$ cat config.mk
export PLATFORM = sky130hd
export DESIGN_NAME = sha256_block_sequencer
export DESIGN_NICKNAME = d
export VERILOG_FILES = /design/src/rtl/sha256_pkg.sv /design/src/rtl/sha256_block_buffer.sv /design/src/rtl/sha256_block_sequencer.sv
export SDC_FILE = /design/constraint.sdc
export NUM_CORES = 1
export LEC_CHECK = 0
export BUFFER_PORTS_ARGS = -buffer_cell sky130_fd_sc_hd__clkbuf_2
export CAP_MARGIN = 20
export CORE_UTILIZATION = 35
export DETAILED_ROUTE_END_ITERATION = 10
export GPL_TIMING_DRIVEN = 0
export SLEW_MARGIN = 25
export SYNTH_ARGS = -nofsm -noshare
export SYNTH_HDL_FRONTEND = slang
export SYNTH_HIERARCHICAL = 1
export SYNTH_SLANG_ARGS = --single-unit
export TNS_END_PERCENT = 50
$ cat constraint.sdc
create_clock -name clk -period 2.7 [get_ports clk]
set_input_delay 0.135 -clock clk [delete_from_list [all_inputs] [get_ports clk]]
set_output_delay 0.135 -clock clk [all_outputs]
set_load 0.01 [all_outputs]
$ cat src/rtl/sha256_pkg.sv
// Shared types and framing constants for the SHA-256 block sequencer.
package sha256_pkg;

    typedef enum logic [2:0] {
        S_IDLE,
        S_LOAD,
        S_PAD80,
        S_PADZ,
        S_LEN,
        S_ISSUE,
        S_WAIT,
        S_DONE
    } state_t;

    localparam int unsigned BLOCK_BYTES     = 64;
    localparam int unsigned LEN_OFFSET      = 56;
    localparam int unsigned WORDS_PER_BLOCK = 16;
    localparam logic [7:0]  PAD_MARKER      = 8'h80;

endpackage

$ cat src/rtl/sha256_block_buffer.sv
// 16x32 block register file: byte-lane writes (big-endian lanes), word reads.
module sha256_block_buffer
    import sha256_pkg::*;
(
    input  logic        i_clk,
    input  logic        i_clr,
    input  logic        i_we,
    input  logic [5:0]  i_wi,
    input  logic [7:0]  i_data,
    input  logic [3:0]  i_k,
    output logic [31:0] o_word
);

    logic [31:0] r_mem [WORDS_PER_BLOCK];
    logic [1:0]  w_lane;

    // Byte 0 of each word lands in bits [31:24].
    assign w_lane = 2'd3 - i_wi[1:0];

    always_ff @(posedge i_clk) begin
        if (i_clr) begin
            r_mem <= '{default: '0};
        end else if (i_we) begin
            r_mem[i_wi[5:2]][{w_lane, 3'b000} +: 8] <= i_data;
        end
    end

    assign o_word = r_mem[i_k];

endmodule

$ cat src/rtl/sha256_block_sequencer.sv
// Frames a byte stream into padded 64-byte SHA-256 blocks and issues them
// to the compression core word by word, one block per core handshake.
module sha256_block_sequencer
    import sha256_pkg::*;
#(
    parameter int unsigned MAX_MSG_BYTES = 65535,
    parameter int unsigned CNT_W         = 16
) (
    input  logic        clk,
    input  logic        rst,
    input  logic        byte_valid,
    input  logic [7:0]  byte_data,
    input  logic        byte_last,
    output logic        byte_ready,
    output logic        core_word_valid,
    output logic [31:0] core_word,
    output logic        core_block_start,
    output logic        core_first_block,
    output logic        core_last_block,
    input  logic        core_block_done,
    output logic        msg_done,
    output logic        err_overflow
);

    localparam logic [5:0] LAST_WI    = 6'(BLOCK_BYTES - 1);
    localparam logic [5:0] LEN_WI     = 6'(LEN_OFFSET);
    localparam logic [5:0] PRE_LEN_WI = 6'(LEN_OFFSET - 1);
    localparam logic [3:0] LAST_K     = 4'(WORDS_PER_BLOCK - 1);

    state_t             r_state, w_nxt;
    logic [5:0]         r_wi;
    logic [CNT_W-1:0]   r_cnt;
    logic [3:0]         r_k;
    logic               r_first, r_last, r_pend80, r_pendz, r_tgt64, r_err;

    logic               w_accept, w_ovf, w_we;
    logic [7:0]         w_wdata, w_len_byte;
    logic [63:0]        w_bitlen;
    logic [31:0]        w_rdata;

    assign w_accept   = byte_valid & byte_ready;
    assign w_ovf      = (r_cnt == CNT_W'(MAX_MSG_BYTES));
    assign w_bitlen   = 64'({r_cnt, 3'b000});
    assign w_len_byte = w_bitlen[{3'd7 - r_wi[2:0], 3'b000} +: 8];

    assign err_overflow     = r_err;
    assign core_first_block = r_first & (r_state == S_ISSUE);
    assign core_last_block  = r_last & (r_state == S_ISSUE);

    sha256_block_buffer u_buf (
        .i_clk  (clk),
        .i_clr  (rst),
        .i_we   (w_we),
        .i_wi   (r_wi),
        .i_data (w_wdata),
        .i_k    (r_k),
        .o_word (w_rdata)
    );

    always_ff @(posedge clk) begin
        if (rst) r_state <= S_IDLE;
        else     r_state <= w_nxt;
    end

    always_comb begin
        w_nxt            = r_state;
        byte_ready       = 1'b0;
        w_we             = 1'b0;
        w_wdata          = '0;
        core_word_valid  = 1'b0;
        core_word        = '0;
        core_block_start = 1'b0;
        msg_done         = 1'b0;
        case (r_state)
            S_IDLE: begin
                byte_ready = 1'b1;
                if (w_accept) begin
                    w_we    = 1'b1;
                    w_wdata = byte_data;
                    w_nxt   = byte_last ? S_PAD80 : S_LOAD;
                end
            end
            S_LOAD: begin
                byte_ready = 1'b1;
                if (w_accept) begin
                    w_we    = ~w_ovf;
                    w_wdata = byte_data;
                    if (w_ovf) begin
                        if (byte_last) w_nxt = S_PAD80;
                    end else if (r_wi == LAST_WI) begin
                        w_nxt = S_ISSUE;
                    end else if (byte_last) begin
                        w_nxt = S_PAD80;
                    end
                end
            end
            S_PAD80: begin
                w_we    = 1'b1;
                w_wdata = PAD_MARKER;
                // Marker in the last byte already fills the block; zeros follow in the next one.
                if (r_wi == LAST_WI)         w_nxt = S_ISSUE;
                else if (r_wi == PRE_LEN_WI) w_nxt = S_LEN;
                else                         w_nxt = S_PADZ;
            end
            S_PADZ: begin
                w_we = 1'b1;
                if (r_tgt64 && r_wi == LAST_WI)         w_nxt = S_ISSUE;
                else if (!r_tgt64 && r_wi == PRE_LEN_WI) w_nxt = S_LEN;
            end
            S_LEN: begin
                w_we    = 1'b1;
                w_wdata = w_len_byte;
                if (r_wi == LAST_WI) w_nxt = S_ISSUE;
            end
            S_ISSUE: begin
                core_word_valid  = 1'b1;
                core_word        = w_rdata;
                core_block_start = (r_k == 4'd0);
                if (r_k == LAST_K) w_nxt = S_WAIT;
            end
            S_WAIT: begin
                if (core_block_done) begin
                    if (r_last)        w_nxt = S_DONE;
                    else if (r_pend80) w_nxt = S_PAD80;
                    else if (r_pendz)  w_nxt = S_PADZ;
                    else               w_nxt = S_LOAD;
                end
            end
            S_DONE: begin
                msg_done = 1'b1;
                w_nxt    = S_IDLE;
            end
            default: w_nxt = S_IDLE;
        endcase
    end

    always_ff @(posedge clk) begin
        if (rst) begin
            r_wi     <= '0;
            r_cnt    <= '0;
            r_k      <= '0;
            r_first  <= 1'b0;
            r_last   <= 1'b0;
            r_pend80 <= 1'b0;
            r_pendz  <= 1'b0;
            r_tgt64  <= 1'b0;
            r_err    <= 1'b0;
        end else begin
            if (w_we) r_wi <= r_wi + 6'd1;
            case (r_state)
                S_IDLE: if (w_accept) begin
                    r_cnt    <= CNT_W'(1);
                    r_err    <= 1'b0;
                    r_first  <= 1'b1;
                    r_last   <= 1'b0;
                    r_pend80 <= 1'b0;
                    r_pendz  <= 1'b0;
                    r_tgt64  <= 1'b0;
                end
                S_LOAD: if (w_accept) begin
                    if (w_ovf) begin
                        r_err <= 1'b1;
                    end else begin
                        r_cnt <= r_cnt + CNT_W'(1);
                        if (r_wi == LAST_WI && byte_last) r_pend80 <= 1'b1;
                    end
                end
                S_PAD80: begin
                    r_pend80 <= 1'b0;
                    r_tgt64  <= (r_wi >= LEN_WI) && (r_wi != LAST_WI);
                    if (r_wi == LAST_WI) r_pendz <= 1'b1;
                end
                S_PADZ: if (r_tgt64 && r_wi == LAST_WI) begin
                    r_pendz <= 1'b1;
                    r_tgt64 <= 1'b0;
                end
                S_LEN: if (r_wi == LAST_WI) r_last <= 1'b1;
                S_ISSUE: begin
                    r_k <= r_k + 4'd1;
                    if (r_k == LAST_K) r_first <= 1'b0;
                end
                S_WAIT: if (core_block_done) r_pendz <= 1'b0;
                default: ;
            endcase
        end
    end

endmodule

==> flow_metrics.env <==
export IMPL_timing_worst_setup_path_type="flop to output pin"
export IMPL_ir_drop_mv=0.5038
export IMPL_drtAntennaViolNets=0
export IMPL_crit_fanout=6
export IMPL_ys_seq_area_share_pct=40.30
export IMPL_netlist_instances=3114
export IMPL_worstSkewPairLatency_ns=0.66
export IMPL_vias=28010
export IMPL_holdWs_ns=0.1722
export IMPL_max_slew_worst_pin_slew_ns=1.011
export IMPL_grt_first_pass_wirelength_um=177900
export IMPL_setup_slack_ns=-0.1994
export IMPL_syn_to_final_growth_pct=18.71
export IMPL_ys_ff_latch=547
export IMPL_n_fill_cell=7683
export IMPL_yosysMostFrequentCell="dfxtp_1"
export IMPL_io_buffers=49
export IMPL_grt_total_usage_pct=30.44
export IMPL_worst_path_buf_inv=3
export IMPL_fin_worst_skew_ns=0.03650
export IMPL_grt_max_degree=16
export IMPL_critPathLaunchType="flop"
export IMPL_layout_drive_gt1_share_pct=22.02
export IMPL_drt_pass1_iterations=8
export IMPL_drt_wl_total_um=122200
export IMPL_ys_types=63
export IMPL_hold_viol_final=0
export IMPL_wire_per_inst_um=28.13
export IMPL_cts_buffer_depth=3
export IMPL_cts_root_buf="clkbuf_16"
export IMPL_yosys_top_cells_area="dfxtp_1 40%, mux4_2 11%, a21oi_1 9.9%"
export IMPL_via_per_inst=6.449
export IMPL_synth_top_cell_area_share_pct=40.30
export IMPL_synth_common_cells="547 x dfxtp_1, 537 x a21oi_1, 494 x o21ai_0, 380 x nand4_1, 265 x clkbuf_1"
export IMPL_drc=0
export IMPL_total_power_w=0.02344
export IMPL_ys_flop_type="dfxtp_1"
export IMPL_synth_fp_nets=3136
export IMPL_critPathArrivalTime_ns=2.76
export IMPL_num_nets_final=3288
export IMPL_crit_path_end_kind="output pin"
export IMPL_synth_warnings=6
export IMPL_cap_violations=0
export IMPL_rsz0062_at_grt="true"
export IMPL_cp_startpoint="r_k[0]$_SDFFE_PP0P_"
export IMPL_worstSetupEndpoint="core_word[12]"
export IMPL_rows=101
export IMPL_rr_startpoint="r_wi[2]$_SDFFE_PP0P_"
export IMPL_grt_pass1_vias=26330
export IMPL_violations="setup timing"
export IMPL_cts_sinks=547
export IMPL_dieArea_um2=78750
export IMPL_slowest_stage="mux4_2"
export IMPL_drv_slew=0
export IMPL_htree_levels=2
export IMPL_finalSetupViolCount=32
export IMPL_p_leak_nw=10.38
export IMPL_crit_cells=7
export IMPL_path_clk_slew_ns=0.06
export IMPL_start_util_pct=35.60
export IMPL_drt_initial_drc_count=3734
export IMPL_ys_async_sr_fraction_pct=0
export IMPL_required_ns=2.57
export IMPL_place_inst=4193
export IMPL_core_area_um2=76330
export IMPL_gr_total_overflow=0
export IMPL_slew_headroom_pct=32.60
export IMPL_hp_class="primary input to flop"
export IMPL_synth_edf_count=0
export IMPL_cts_tree="done"
export IMPL_die_y_um=280.6
export IMPL_path_cells="buf_16 > buf_12 > mux4_2 > a22oi_2 > nand2_1 > and3_4 > buf_6"
export IMPL_power_density_nw_per_um2=726.8
export IMPL_cts_made_buffers=58
export IMPL_yosys_area_top_type="dfxtp_1"
export IMPL_ff2ff_setup_slack_ns=0.02
export IMPL_dpl_hpwl_um=86500
export IMPL_gp_congestion=1.015
export IMPL_reg2reg_to="u_buf/r_mem[328]$_SDFFE_PP0P_"
export IMPL_fp_dieW_um=280.6
export IMPL_synthesis_area_um2=27170
export IMPL_stdcell_count=4343
export IMPL_fmax_mhz=344.9
export IMPL_antenna_found_initial=4
export IMPL_postSynthAreaPerCell_um2=8.726
export IMPL_io_pins=52
export IMPL_run_status="finished, violations left"
export IMPL_fin_crit_ns=2.899
export IMPL_slowest_delay_ns=0.56
export IMPL_final_period_utilization_pct=107.4
export IMPL_path_delay_family="multiplexers"
export IMPL_r2r_cells=7
## state kept, by name (all words and copies together), names as in the netlist
| signal | count |
|---|---|
| r_state | 3 |
| r_pend80 | 1 |
| err_overflow | 1 |
| r_last | 1 |
| r_k | 4 |
| r_wi | 6 |
| u_buf/r_mem | 512 |
| r_first | 1 |
| r_tgt64 | 1 |
| r_cnt | 16 |
| r_pendz | 1 |
## worst reg2reg max path, stage by stage (launching register included)
cell,delay [ns]
dfxtp_1,0.76
buf_2,0.34
nor2b_1,0.15
buf_2,0.17
buf_4,0.30
buf_2,0.52
nand3_1,0.23
a21oi_1,0.15
## layer usage
layer	up-vias	part of all wire (%)	global-route usage (%)
li1	12130	-	-
met1	13680	39	39.99
met2	1825	42	43.54
met3	366	12	8.760
met4	6	7.0	19.10
met5	-	0.069	0.5629
## repair_timing
action                     in CTS  in global routing
pin swaps                      29                 16
setup endpoints to repair     547                530
gates resized for setup       325                168
buffers inserted               39                  5
hold endpoints to repair        7                  0
hold buffers                    4                  0
cloned                          3                  1
## kinds of logic (layout without fill, tap and decap cells)
group / after synthesis / count (layout) / synth area share (%)
compound gates: 1175 / 1175 / 22.70
xor+xnor: 9 / 9 / 0.2901
fa+ha+maj: 9 / 9 / 0.4144
buf+inv: 471 / 668 / 7.998
flops: 547 / 547 / 40.30
mux: 134 / 134 / 10.83
other cells: 0 / 2 / 0
simple gates: 769 / 769 / 17.47
## where the power goes
group	internal, W	switching (W)	leakage, nW
clock	0.00471	0.00357	0.968
combinational	0.00176	0.00509	5.01
sequential	0.00815	0.000148	4.41
total	0.0146	0.00882	10.4
## worst min path at each step
stage,end,start,depth (start not counted),slack (ns)
after floorplan,r_pend80$_SDFFE_PP0P_,byte_last,2,0.34
after global placement,u_buf/r_mem[293]$_SDFFE_PP0P_,u_buf/r_mem[293]$_SDFFE_PP0P_,2,0.46
after detailed placement,u_buf/r_mem[58]$_SDFFE_PP0P_,u_buf/r_mem[58]$_SDFFE_PP0P_,2,0.46
after CTS,u_buf/r_mem[497]$_SDFFE_PP0P_,byte_data[1],5,0.15
after global routing,u_buf/r_mem[497]$_SDFFE_PP0P_,byte_data[1],5,0.18
final,u_buf/r_mem[497]$_SDFFE_PP0P_,byte_data[1],5,0.17
## per-stage QoR
step / cell area (µm²) / setup TNS, ns / worst slack [ns] / utilization (%)
CTS: 31940 / -2.825 / -0.1545 / 41.85
global placement: 28710 / -511.28 / -1.596 / 37.61
detailed placement: 28710 / -515.84 / -1.588 / 37.61
floorplan: 27170 / 0 / 0.02575 / -
finish: 32260 / -3.962 / -0.1994 / 42.26
global route: 32260 / -4.513 / -0.2079 / 42.26
## final cells by class
type,instances,area [µm²],share of cell area (%)
plain buffers,452,2715,8.417
well taps,1030,1289,3.995
clock inverters,21,209.0,0.6478
flip-flops and latches,547,10970,34.02
repair buffers,101,792.0,2.455
inverters,10,37.54,0.1164
diodes,2,5.005,0.01552
multi-input cells,2096,14510,44.97
clock buffers,84,1730,5.365
## cells in the final DEF, fill, tap and decap left out, types with 6 or more instances in the layout
cell,synthesis,final
a21oi_1,537,535
xnor2_1,7,7
o21ai_0,494,457
buf_6,17,34
nor2_1,38,35
and2_1,8,7
clkbuf_2,5,109
nand2_2,0,7
ha_1,9,8
a22oi_1,65,10
a211oi_1,14,14
mux2i_1,6,6
inv_1,10,10
and3_4,0,15
nor2b_1,15,13
clkbuf_1,265,168
o21ai_1,38,72
mux4_2,128,128
and3_1,40,25
clkinv_2,0,14
a22o_1,6,6
nand2_1,53,46
nor3_1,13,13
a22oi_2,0,55
buf_12,0,14
nand3_1,134,134
clkbuf_4,0,26
dfxtp_1,547,535
and4b_1,12,9
nand4b_1,27,27
dfxtp_2,0,9
buf_4,34,93
buf_8,0,6
buf_2,115,92
clkbuf_8,0,17
clkbuf_16,0,59
buf_1,25,9
nand4_1,380,380
Note: power is estimated with default switching activity, not from simulation.
